$ cat config.mk
export PLATFORM = sky130hd
export DESIGN_NAME = mux_n_reg
export DESIGN_NICKNAME = d
export VERILOG_FILES = /design/src/rtl/mux_n_reg.sv
export SDC_FILE = /design/constraint.sdc
export NUM_CORES = 1
export LEC_CHECK = 0
export CAP_MARGIN = 30
export CORE_MARGIN = 3
export CORE_UTILIZATION = 38
export CTS_CLUSTER_SIZE = 12
export DETAILED_ROUTE_END_ITERATION = 8
export GPL_TIMING_DRIVEN = 0
export PLACE_DENSITY_LB_ADDON = 0.3
export SLEW_MARGIN = 20
export SYNTH_ARGS = -nofsm -noshare
export SYNTH_HDL_FRONTEND = slang
export SYNTH_SLANG_ARGS = --single-unit
$ cat constraint.sdc
create_clock -name CLK -period 3.2 [get_ports CLK]
set_input_delay 0.48 -clock CLK [delete_from_list [all_inputs] [get_ports CLK]]
set_output_delay 0.48 -clock CLK [all_outputs]
set_load 0.005 [all_outputs]
$ cat src/rtl/mux_n_reg.sv
// rtl/mux_n_reg.sv - N-channel registered multiplexer with load-strobed select and valid/ready output stage
//
// Purpose:
//   Steers one of CHANNELS WIDTH-bit inputs into a single output register.
//   The channel select lives in its own register and changes only on SEL_LD.
//   The output register is a one-deep valid/ready stage, so a select change
//   never disturbs a beat that is already sitting in Z.
//
// Optional feature (macro MUXN_SEL_CHECK_EN):
//   defined   - out-of-range select loads are rejected and reported on SEL_ERR
//   undefined - SEL_ERR is absent; any SEL value loads as-is
//
// Ports:
//   CLK        in   system clock, rising edge
//   nRST       in   asynchronous active-low reset
//   D          in   flattened channel data, channel k at D[k*WIDTH +: WIDTH]
//   SEL        in   new channel select, used only with SEL_LD
//   SEL_LD     in   select load strobe
//   SEL_Q      out  current registered select
//   IN_VALID   in   upstream beat available on D
//   IN_READY   out  block accepts a beat this cycle
//   Z          out  registered output data
//   OUT_VALID  out  Z holds an unconsumed beat
//   OUT_READY  in   downstream consumes Z this cycle
//   SEL_ERR    out  one-clock out-of-range load pulse (MUXN_SEL_CHECK_EN only)

module mux_n_reg #(
    parameter int WIDTH    = 32,
    parameter int CHANNELS = 4,
    localparam int SEL_W   = $clog2(CHANNELS)
) (
    input  logic                      CLK,
    input  logic                      nRST,
    input  logic [CHANNELS*WIDTH-1:0] D,
    input  logic [SEL_W-1:0]          SEL,
    input  logic                      SEL_LD,
    output logic [SEL_W-1:0]          SEL_Q,
    input  logic                      IN_VALID,
    output logic                      IN_READY,
    output logic [WIDTH-1:0]          Z,
    output logic                      OUT_VALID,
    input  logic                      OUT_READY
`ifdef MUXN_SEL_CHECK_EN
    ,
    output logic                      SEL_ERR
`endif
);

    logic [SEL_W-1:0] sel_q, sel_d;
    logic [WIDTH-1:0] z_q, z_d;
    logic             out_valid_q, out_valid_d;
    logic [WIDTH-1:0] mux_data;
    logic             capture;

    // Ready depends only on the output stage, never on IN_VALID.
    assign IN_READY = !out_valid_q || OUT_READY;
    assign capture  = IN_VALID && IN_READY;

    // Only the matching channel is ever read, so X on unselected channels
    // cannot reach Z; a select beyond the last channel yields zero.
    always_comb begin
        mux_data = '0;
        for (int k = 0; k < CHANNELS; k++) begin
            if (int'(sel_q) == k) begin
                mux_data = D[k*WIDTH +: WIDTH];
            end
        end
    end

`ifdef MUXN_SEL_CHECK_EN
    logic sel_bad;
    logic sel_err_q, sel_err_d;

    assign sel_bad   = int'(SEL) >= CHANNELS;
    assign sel_err_d = SEL_LD && sel_bad;
    assign SEL_ERR   = sel_err_q;

    always_comb begin
        sel_d = sel_q;
        if (SEL_LD && !sel_bad) begin
            sel_d = SEL;
        end
    end

    always_ff @(posedge CLK or negedge nRST) begin
        if (!nRST) begin
            sel_err_q <= 1'b0;
        end else begin
            sel_err_q <= sel_err_d;
        end
    end
`else
    always_comb begin
        sel_d = sel_q;
        if (SEL_LD) begin
            sel_d = SEL;
        end
    end
`endif

    // Capture wins over drain: a simultaneous drain and capture keeps the
    // stage full with the new beat.
    always_comb begin
        z_d         = z_q;
        out_valid_d = out_valid_q;
        if (capture) begin
            z_d         = mux_data;
            out_valid_d = 1'b1;
        end else if (OUT_READY) begin
            out_valid_d = 1'b0;
        end
    end

    always_ff @(posedge CLK or negedge nRST) begin
        if (!nRST) begin
            sel_q       <= '0;
            z_q         <= '0;
            out_valid_q <= 1'b0;
        end else begin
            sel_q       <= sel_d;
            z_q         <= z_d;
            out_valid_q <= out_valid_d;
        end
    end

    assign SEL_Q     = sel_q;
    assign Z         = z_q;
    assign OUT_VALID = out_valid_q;

endmodule

# ---- Yosys cells after proc, flatten, opt, wreduce, memory -nomap -nowiden
# Index checks and enable logic that the tools add are counted.
dict set report op_classes {
  add_sub_neg 0
  mul 0
  n_div 0
  order_cmp 0
  eq_ne 3
  shifts 0
  mux 6
  n_bitwise 0
  n_reduce_logical 5
}
# op count
set ops {}
lappend ops {{$mux 32} 4}
lappend ops {{$eq 2x2->1 const B} 2}
lappend ops {{$eq 2x1->1 const B} 1}
lappend ops {{$logic_not 2->1} 1}
lappend ops {{$mux 1} 2}
lappend ops {{$reduce_bool 2->1} 1}
lappend ops {{$logic_and 1x1->1} 1}
lappend ops {{$logic_not 1->1} 1}
lappend ops {{$logic_or 1x1->1} 1}
dict set report totals {
  regBits 35
  latch_bits 0
  ram_bits 0
  rom_bits 0
  in_bits 135
  mem_count 0
}

# ---- Depth between registers and ports, before layout
dict set report depth {
  depth_word 5
  depth_mapped 5
  ltp_nobuf 4
}

# ---- Least setup slack after synthesis
# Ideal clock, no wire load.
dict set report synth_path {
  path_type {input to register}
  startpoint {in OUT_READY}
  endpoint {reg z_q[19], in the netlist Z[19]}
  arrival_time_ps 1200
  required_ps 3061
  slack_ps 1861
  stages 5
  path_buffers 1
  path_cell_list {nor2b_4 -> inv_1 -> nand3_1 -> buf_4 -> o221ai_1}
}
dict set report synth_via {
  elab_chain_cells 2
}
# item line
set synth_lines {}
lappend synth_lines {{start: declaration} 42} ;# input logic OUT_READY
lappend synth_lines {{$logic_or 1x1->1} 56} ;# assign IN_READY = !out_valid_q || OUT_READY;
lappend synth_lines {{net IN_READY} 39} ;# output logic IN_READY,
lappend synth_lines {{$logic_and 1x1->1} 57} ;# assign capture = IN_VALID && IN_READY;
lappend synth_lines {{end signal: assignment} 121} ;# z_q <= z_d;
lappend synth_lines {{end: declaration} 50} ;# logic [WIDTH-1:0] z_q, z_d;
# The timed path passes the listed nets, and every way through them passes these cells.
# A chain may end at the register's enable or synchronous reset.

# ---- Worst setup path in the final report
dict set report layout_path {
  startpoint {in OUT_READY}
  endpoint {out IN_READY}
}
dict set report layout_via {
  elab_chain_cells 1
}
# item line
set layout_lines {}
lappend layout_lines {{$logic_or 1x1->1} 56}
lappend layout_lines {{end: declaration} 39}
# No other way between the ends.

==> key figures <==
Worst setup path
  – CP most frequent cell: clkdlybuf4s50_1
  – Reg-to-Reg Start: SEL_Q[0]
  – Slowest cell on crit path: clkdlybuf4s50_1
  – Internal reg-to-reg setup slack: 1.68 ns
  – Setup crit end kind: output pin
  – Worst Reg-to-Reg Cells: 4
  – CP top delay family: buffers and inverters
  – Arrival time worst endpoint: 1.67 ns
  – Critical Path Start Type: input pin
  – Buf+Inv Stages, Crit Path: 3
  – R2r endpoint: Z[9]
  – Max stage delay on crit path: 0.47 ns
  – Critical Path RT: 2.72 ns
  – WS Path Type: input pin to output pin
  – Crit-path cells: clkdlybuf4s50_1, nor2b_4, inv_1, clkdlybuf4s50_1
  – Crit path max fanout: 7
  – CP startpoint: OUT_READY

Routing
  – Remaining antenna violation count: 0
  – DRC: 0
  – Via density: 5.30
  – 1st-iter DRT viols: 66
  – Drt pass-1 iters: 4
  – WL final: 8.22 mm
  – Routed WL per cell: 18.6 um
  – Vias: 2342

Clock network
  – TritonCTS clock tree: done
  – CTS Buf Count: 5
  – CTS Hold Buffers Added: 0
  – Clock root buffer master: clkbuf_8
  – Post_cts resized: 0
  – Clock transition at the registers of the reported paths: 0.08 ns
  – H-tree levels: 2
  – Post-CTS Setup Bufs: 0
  – Clock sink total: 35
  – Clock Latency Late Sink: 0.28 ns
  – Clk buf depth: 2

Pwr
  – Gate power share: 41.8%
  – Reg power frac: 33.6%
  – Clock Power Share: 24.6%
  – Net Switching: 0.476 mW
  – Pwr/cell area: 398 mW/mm^2
  – Peak supply drop: 0.242 mV
  – Static leakage: 1.76 nW
  – Internal power: 1.22 mW
  – Switch share: 28.0%

STA
  – Pins over their slew limit: 0
  – Fmax: 464 MHz
  – Setup Skew: 0.00384 ns
  – Period utilization: 67.3%
  – Post-route setup TNS: 0 ns
  – Slew HR: 68.9%
  – RSZ-0062 raised after global routing: false
  – Setup violators final: 0
  – Final Hold Fails: 0
  – Final min period: 2.15 ns
  – Worst slew pin tran: 0.467 ns

Synthesis
  – Asr flop ratio synth: 100%
  – Synth Instances: 191
  – Register area share after synthesis: 37.5%
  – Multiplexer area fraction after synthesis: 28.4%
  – Post-Synth Adder-Cell Area: 0%
  – Post-synth cell types: 16
  – Ranking of synthesized cells by area: dfrtp_1 38%, mux2i_1 27%, o221ai_2 19%
  – Largest area contributor in the netlist: dfrtp_1
  – Main combinational cell family by area after synthesis: multiplexers
  – Yosys warns: 0
  – Commonest cells post-synth: 64 x mux2i_1, 35 x dfrtp_1, 32 x o21ai_0
  – Mapped Area: 0.00233 sq mm
  – Synth Area in Compound Gates: 26.9%
  – Post-synth top flop: dfrtp_1
  – EDFF count, synth: 0
  – Syn avg cell area: 12.2 sq um
  – Simple logic cell fraction of the synthesized area: 1.23%
  – Net Count, Synth: 326
  – Post-synthesis xor/xnor area fraction: 0%
  – Synth top area share: 37.5%
  – Flop and latch count out of synthesis: 35
  – Most numerous cell in the Yosys netlist: mux2i_1

Cells and area
  – Synth-to-layout area growth: 82.7%
  – Post-Route Utilization: 74.7%
  – Fill count: 428
  – Ant. Diodes: 0
  – Post-layout nets: 504
  – Layout cells sized above 1: 15.9%

Run
  – Max_cap viols: 0

Floorplanning
  – Initial Util: 40.9%
  – Core area: 0.00571 sq mm
  – Num ports: 171
  – Row cnt: 27
  – Die X: 84.4 um
  – Die height: 84.4 um
  – Die area: 0.00712 sq mm

Global routing
  – Antenna violations before repair: 0
  – GRT overflow: 0
  – First-pass GRT wire length: 13.0 mm
  – Total track usage: 22.9%
  – Vias in the first global route: 2605
  – Largest net degree at the start of global routing: 19

Placed design
  – Routability cong.: 0.756
  – IO buf count: 170
  – Detailed placement HPWL: 6.63 mm

Hold path
  – Hold crit path type: input pin to asynchronous set/reset pin

Outcome
  – Status: completed
==> cells by family (layout without fill, tap and decap cells) <==
logic type / count (synthesis) / count (layout)
buf+inv: 22 / 201
flops: 35 / 35
compound gates: 64 / 64
simple gates: 4 / 4
mux: 66 / 66
==> metrics by stage <==
step	hold slack [ns]	cell area [sq um]	worst slack, ns	total power, mW	instances
2_1_floorplan	0.184	2330	1.86	0.869	191
3_3_place_gp	0.503	4130	0.881	1.28	433
3_5_place_dp	0.461	4150	1.05	1.29	434
4_1_cts	0.146	4270	1.05	1.72	442
5_1_grt	0.170	4270	0.994	1.78	442
6_report	0.136	4270	1.05	1.70	442
==> routing by layer <==
layer | vias to the layer above | GRT usage [%] | part of all wire [%]
met2 | 123 | 40.4 | 49
li1 | 1111 | - | -
met3 | 12 | 9.22 | 10
met4 | 0 | 7.34 | 2.0
met1 | 1096 | 25.2 | 38
met5 | - | 0 | 0
==> state kept, by name, indices dropped and copies added, names as in the netlist <==
name	flops
OUT_VALID	1
SEL_Q	2
Z	32
==> cell type report <==
type | count | area, sq um | share of cell area (%)
Inverter | 2 | 7.51 | 0.176
Sequential cell | 35 | 876 | 20.5
Multi-Input combinational cell | 134 | 1320 | 30.9
Buffer | 20 | 131 | 3.08
Tap cell | 72 | 90.1 | 2.11
Clock inverter | 2 | 35.0 | 0.821
Timing Repair Buffer | 171 | 1720 | 40.4
Clock buffer | 6 | 82.6 | 1.94
==> worst max path at each step <==
stage               cells past startpoint  endpoint  slack (ns)
finish                                  4  IN_READY        1.05
global route                            4  IN_READY        0.99
CTS                                     4  IN_READY        1.05
detailed placement                      4  IN_READY        1.05
global placement                        1     Z[27]        0.88
floorplan                               5     Z[19]        1.86
==> cell usage in the layout (no fill, tap or decap), drive strengths merged <==
master	count
clkdlybuf4s50	169
mux2i	64
dfrtp	35
o21ai	32
o221ai	32
buf	17
clkbuf	11
mux2	2
inv	2
nor2b	1
or3	1
nand3	1
nand2	1
clkinv	1
bufinv	1
==> power by group through the flow <==
stage / logic (mW) / clock network [mW] / registers (mW)
floorplan: 0.287 / 0 / 0.582
global placement: 0.703 / 0 / 0.575
detailed placement: 0.718 / 0 / 0.576
CTS: 0.720 / 0.425 / 0.571
global route: 0.764 / 0.439 / 0.582
finish: 0.710 / 0.417 / 0.572
No activity file was read; power rests on OpenSTA's default activity.
